==> config.mk <==
export PLATFORM = sky130hd
export DESIGN_NAME = cdb_arbiter
export DESIGN_NICKNAME = d
export VERILOG_FILES = /design/src/rtl/cdb_arbiter.sv
export SDC_FILE = /design/constraint.sdc
export NUM_CORES = 1
export LEC_CHECK = 0
export CAP_MARGIN = 20
export CORE_MARGIN = 2
export CORE_UTILIZATION = 45
export CTS_CLUSTER_DIAMETER = 60
export DETAILED_ROUTE_END_ITERATION = 6
export PLACE_DENSITY = 0.73
export SLEW_MARGIN = 25
export SYNTH_ARGS = -nofsm -noshare
export SYNTH_HDL_FRONTEND = slang
export SYNTH_SLANG_ARGS = --single-unit
export TNS_END_PERCENT = 5
==> constraint.sdc <==
create_clock -name clk -period 9.5 [get_ports clk]
set_clock_uncertainty 0.05 [all_clocks]
set_input_delay 0.95 -clock clk [delete_from_list [all_inputs] [get_ports clk]]
set_output_delay 0.95 -clock clk [all_outputs]
set_load 0.03 [all_outputs]
==> src/rtl/cdb_arbiter.sv <==
// rtl/cdb_arbiter.sv - round-robin common-data-bus arbiter with one-entry hold buffer per result source
module cdb_arbiter #(
  parameter int N_SRC  = 4,
  parameter int DATA_W = 32,
  parameter int TAG_W  = 4
) (
  input  logic                    clk,
  input  logic                    rst_n,
  input  logic                    flush,
  input  logic [N_SRC-1:0]        src_valid,
  input  logic [N_SRC*TAG_W-1:0]  src_tag,
  input  logic [N_SRC*DATA_W-1:0] src_data,
  output logic [N_SRC-1:0]        src_ready,
  output logic                    cdb_valid,
  output logic [TAG_W-1:0]        cdb_tag,
  output logic [DATA_W-1:0]       cdb_data
);

  localparam int PTR_W = $clog2(N_SRC);

  logic [N_SRC-1:0]  r_hold_valid;
  logic [TAG_W-1:0]  r_hold_tag  [N_SRC];
  logic [DATA_W-1:0] r_hold_data [N_SRC];
  logic [PTR_W-1:0]  r_rr_ptr;
  logic              r_cdb_valid;
  logic [TAG_W-1:0]  r_cdb_tag;
  logic [DATA_W-1:0] r_cdb_data;

  logic [N_SRC-1:0]  w_grant;
  logic              w_any;
  logic [PTR_W-1:0]  w_win;
  logic [PTR_W:0]    w_sum;
  logic [PTR_W-1:0]  w_idx;
  logic [PTR_W:0]    w_next_sum;
  logic [PTR_W-1:0]  w_next_ptr;
  logic [N_SRC-1:0]  w_xfer;

  // Round-robin search over held entries starting at rr_ptr, wrapping modulo N_SRC.
  always_comb begin
    w_grant = '0;
    w_any   = 1'b0;
    w_win   = '0;
    w_sum   = '0;
    w_idx   = '0;
    for (int k = 0; k < N_SRC; k++) begin
      w_sum = {1'b0, r_rr_ptr} + (PTR_W+1)'(k);
      if (w_sum >= (PTR_W+1)'(N_SRC)) begin
        w_sum = w_sum - (PTR_W+1)'(N_SRC);
      end
      w_idx = w_sum[PTR_W-1:0];
      if (!w_any && r_hold_valid[w_idx]) begin
        w_any          = 1'b1;
        w_grant[w_idx] = 1'b1;
        w_win          = w_idx;
      end
    end
    w_next_sum = {1'b0, w_win} + (PTR_W+1)'(1);
    if (w_next_sum >= (PTR_W+1)'(N_SRC)) begin
      w_next_sum = w_next_sum - (PTR_W+1)'(N_SRC);
    end
    w_next_ptr = w_next_sum[PTR_W-1:0];
  end

  // Ready depends only on registered state and flush; a granted buffer can accept in the same cycle.
  always_comb begin
    src_ready = {N_SRC{~flush}} & (~r_hold_valid | w_grant);
    w_xfer    = src_valid & src_ready;
  end

  // Hold buffers, round-robin pointer and registered CDB broadcast.
  always_ff @(posedge clk) begin
    if (!rst_n) begin
      r_hold_valid <= '0;
      for (int i = 0; i < N_SRC; i++) begin
        r_hold_tag[i]  <= '0;
        r_hold_data[i] <= '0;
      end
      r_rr_ptr    <= '0;
      r_cdb_valid <= 1'b0;
      r_cdb_tag   <= '0;
      r_cdb_data  <= '0;
    end else if (flush) begin
      r_hold_valid <= '0;
      r_cdb_valid  <= 1'b0;
      r_cdb_tag    <= '0;
      r_cdb_data   <= '0;
    end else begin
      for (int i = 0; i < N_SRC; i++) begin
        if (w_xfer[i] && (src_tag[i*TAG_W +: TAG_W] != '0)) begin
          r_hold_valid[i] <= 1'b1;
          r_hold_tag[i]   <= src_tag[i*TAG_W +: TAG_W];
          r_hold_data[i]  <= src_data[i*DATA_W +: DATA_W];
        end else if (w_grant[i]) begin
          r_hold_valid[i] <= 1'b0;
        end
      end
      if (w_any) begin
        r_cdb_valid <= 1'b1;
        r_cdb_tag   <= r_hold_tag[w_win];
        r_cdb_data  <= r_hold_data[w_win];
        r_rr_ptr    <= w_next_ptr;
      end else begin
        r_cdb_valid <= 1'b0;
        r_cdb_tag   <= '0;
        r_cdb_data  <= '0;
      end
    end
  end

  assign cdb_valid = r_cdb_valid;
  assign cdb_tag   = r_cdb_tag;
  assign cdb_data  = r_cdb_data;

endmodule

==> results.sh <==
export IMPL_synth_edf_count=144
export IMPL_cellPowerDensity_nw_per_um2=198
export IMPL_p_int_mw=1.57
export IMPL_first_pass_iters=5
export IMPL_cp_slowest_cell="dfxtp_1"
export IMPL_synth_main_ff_cell="edfxtp_1"
export IMPL_num_vias=5224
export IMPL_path_class="reg -> out"
export IMPL_ant_nets=0
export IMPL_grt_max_degree=43
export IMPL_required_ps=8500
export IMPL_synth_cell_type_count=36
export IMPL_die_y_um=137
export IMPL_critPathLaunchType="flop"
export IMPL_wl_per_cell_um=19.0
export IMPL_hold_viol=0
export IMPL_fin_crit_sh_pct=50.9
export IMPL_cap_violations=0
export IMPL_synth_seq_cells=187
export IMPL_rows=48
export IMPL_cts_root_buf="clkbuf_16"
export IMPL_clk_latency_ps=420
export IMPL_tightest_slew_ps=742
export IMPL_syn_area_um2=7970
export IMPL_clock_fmax_ghz=0.207
export IMPL_drcViolationCount=0
export IMPL_io_pins=192
export IMPL_critPathMaxStageDelay_ps=740
export IMPL_yosys_warnings=0
export IMPL_globalplace_congestion=0.847
export IMPL_syn_to_final_growth_pct=34.6
export IMPL_drive_gt1_share_pct=8.33
export IMPL_fin_tns_setup_ps=0
export IMPL_synth_top_cell_area_share_pct=54.3
export IMPL_first_global_vias=5344
export IMPL_die_area_um2=18800
export IMPL_layout_common_cells="191 x clkdlybuf4s50_1, 146 x and2_1, 144 x edfxtp_1"
export IMPL_final_common_cell="clkdlybuf4s50_1"
export IMPL_cts_tree="built"
export IMPL_cts_path_max_buffers=2
export IMPL_grtUsageTotal_pct=20.5
export IMPL_cp_max_fo=15
export IMPL_irDropWorstVdd_v=0.000127
export IMPL_critical_path_top_delay_family="buffers and inverters"
export IMPL_cts_hold_buf=0
export IMPL_clock_power_share_pct=32.5
export IMPL_cts_setup_buffers=0
export IMPL_ctsResizeCount=0
export IMPL_multiInputGateArea_um2=2620
export IMPL_seqPwrFrac_pct=45.9
export IMPL_seqCellArea_um2=5180
export IMPL_cts_sinks=187
export IMPL_fin_ws_ps=4660
export IMPL_syn_avg_cell_area_um2=14.2
export IMPL_io_buffers=191
export IMPL_place_ws_ps=5110
export IMPL_wl_mm=18.9
export IMPL_numCtsBuffers=17
export IMPL_setup_worst_path_end_class="primary output"
export IMPL_initial_core_util_pct=46.1
export IMPL_worst_path_buf_inv=2
export IMPL_status="complete, no violations"
export IMPL_crit_arrival_ps=3840
export IMPL_vias_per_cell=5.26
export IMPL_netlist_instances=561
export IMPL_core_um2=17300
export IMPL_power_switching_mw=0.550
export IMPL_die_x_um=137
export IMPL_fill_cells=1300
export IMPL_final_max_slew_viol_count=0
export IMPL_rsz0062_at_grt="false"
export IMPL_grt_overflow=0
export IMPL_grt_pass1_wl_mm=28.6
export IMPL_fin_nets=912
export IMPL_grt_antenna_before_repair=1
export IMPL_setup_viol=0
export IMPL_synth_net_count=718
export IMPL_yosysSeqAreaShare_pct=65.1
export IMPL_cp_cell_sequence="inv_1 > ha_1 > mux4_2 > nor4b_4 > nand2_1 > o2111a_2 > nor2_1 > clkdlybuf4s50_1"
export IMPL_async_reset_ff_share_pct=0
export IMPL_cts_htree_levels=4
export IMPL_hp_class="reg -> reg"
export IMPL_leakage_nw=3.89
export IMPL_slew_headroom_pct=50.6
export IMPL_min_period_ps=4840
export IMPL_diodes=0
export IMPL_dpl_hpwl_mm=13.0
export IMPL_synth_top_cell_by_area="edfxtp_1"
export IMPL_synth_area_leaders="edfxtp_1 54%, and2_1 11%, dfxtp_1 11%, mux2i_1 9.3%, o22ai_1 2.8%"
export IMPL_path_clk_slew_ps=60
export IMPL_combPwrFrac_pct=21.6
export IMPL_drt_initial_drc_count=349
export IMPL_swShare_pct=25.9
stage by stage:
step | cells | cell area [um2] | util, % | hold slack (ps) | power (mW)
after floorplan | 561 | 7970 | - | 429 | 1.29
after global placement | 958 | 10100 | 58.4 | 463 | 1.44
after detailed placement | 961 | 10100 | 58.6 | 473 | 1.45
after CTS | 993 | 10700 | 62.0 | 487 | 2.13
after global routing | 993 | 10700 | 62.0 | 518 | 2.21
final | 993 | 10700 | 62.0 | 486 | 2.12
worst min-delay path: stages, from the launching register on:
cell and delay (ps):
edfxtp_1 320, mux2i_1 60, o22ai_1 110
Yosys cell counts (2+ instances only):
| cell type | number |
|---|---|
| nor2_1 | 6 |
| a22oi_1 | 3 |
| mux2i_1 | 74 |
| o22ai_1 | 36 |
| and3_1 | 3 |
| o21ai_0 | 5 |
| inv_1 | 5 |
| dfxtp_1 | 43 |
| o31ai_1 | 5 |
| a21oi_1 | 7 |
| ha_1 | 6 |
| nand2_1 | 14 |
| clkbuf_2 | 2 |
| nor3_4 | 4 |
| o21ai_1 | 2 |
| mux4_2 | 4 |
| o2111a_2 | 3 |
| o2111ai_1 | 3 |
| clkbuf_1 | 7 |
| and2_1 | 146 |
| buf_1 | 2 |
| edfxtp_1 | 144 |
| nor2b_1 | 3 |
| o41ai_1 | 4 |
| buf_4 | 6 |
| buf_2 | 4 |
| buf_6 | 10 |
| nor3_1 | 2 |
cell families after synthesis:
group           Yosys count  share of synthesized area [%]
fa+ha+maj                 6                          0.942
mux                      79                           10.6
xor+xnor                  1                          0.110
compound gates           71                           6.04
flops                   187                           65.1
buf+inv                  36                           3.01
simple gates            181                           14.3
flip-flops by register name (all words and copies together) (netlist names):
signal        count
cdb_data         32
cdb_tag           4
cdb_valid         1
r_hold_data     128
r_hold_tag       16
r_hold_valid      4
r_rr_ptr          2
power by group through the flow:
stage / Clock [mW] / Combinational [mW] / Sequential, mW
2_1_floorplan: 0 / 0.273 / 1.02
3_3_place_gp: 0 / 0.451 / 0.988
3_5_place_dp: 0 / 0.459 / 0.991
4_1_cts: 0.699 / 0.462 / 0.974
5_1_grt: 0.735 / 0.492 / 0.979
6_report: 0.690 / 0.459 / 0.974
cell type report:
| class | count | area share, % |
|---|---|---|
| flip-flops and latches | 187 | 48.3 |
| multi-input cells | 338 | 24.4 |
| repair buffers | 206 | 19.1 |
| clock buffers | 24 | 4.49 |
| well taps | 225 | 2.62 |
| clock inverters | 8 | 0.898 |
| inverters | 5 | 0.175 |
path summary, 6_finish.rpt:
| path | start | to | slack (ps) | depth (start not counted) |
|---|---|---|---|---|
| max | r_rr_ptr[0]$_SDFFE_PN0P_ | src_ready[0] | 4660 | 8 |
| min | r_hold_data[1][31]$_SDFFCE_PN0P_ | cdb_data[31]$_SDFF_PP0_ | 490 | 2 |
| max reg2reg | r_rr_ptr[0]$_SDFFE_PN0P_ | r_hold_data[2][30]$_SDFFCE_PN0P_ | 5670 | 9 |
| min reg2reg | r_hold_data[1][31]$_SDFFCE_PN0P_ | cdb_data[31]$_SDFF_PP0_ | 490 | 2 |
metal layers:
layer	vias to the layer above	part of all wire, %	track usage (%)
met1	2540	43	26.5
met4	0	1.5	6.30
met5	-	0	0
li1	2446	-	-
met2	212	48	33.7
met3	26	7.5	5.44
Power figures use the tool's default switching activity.
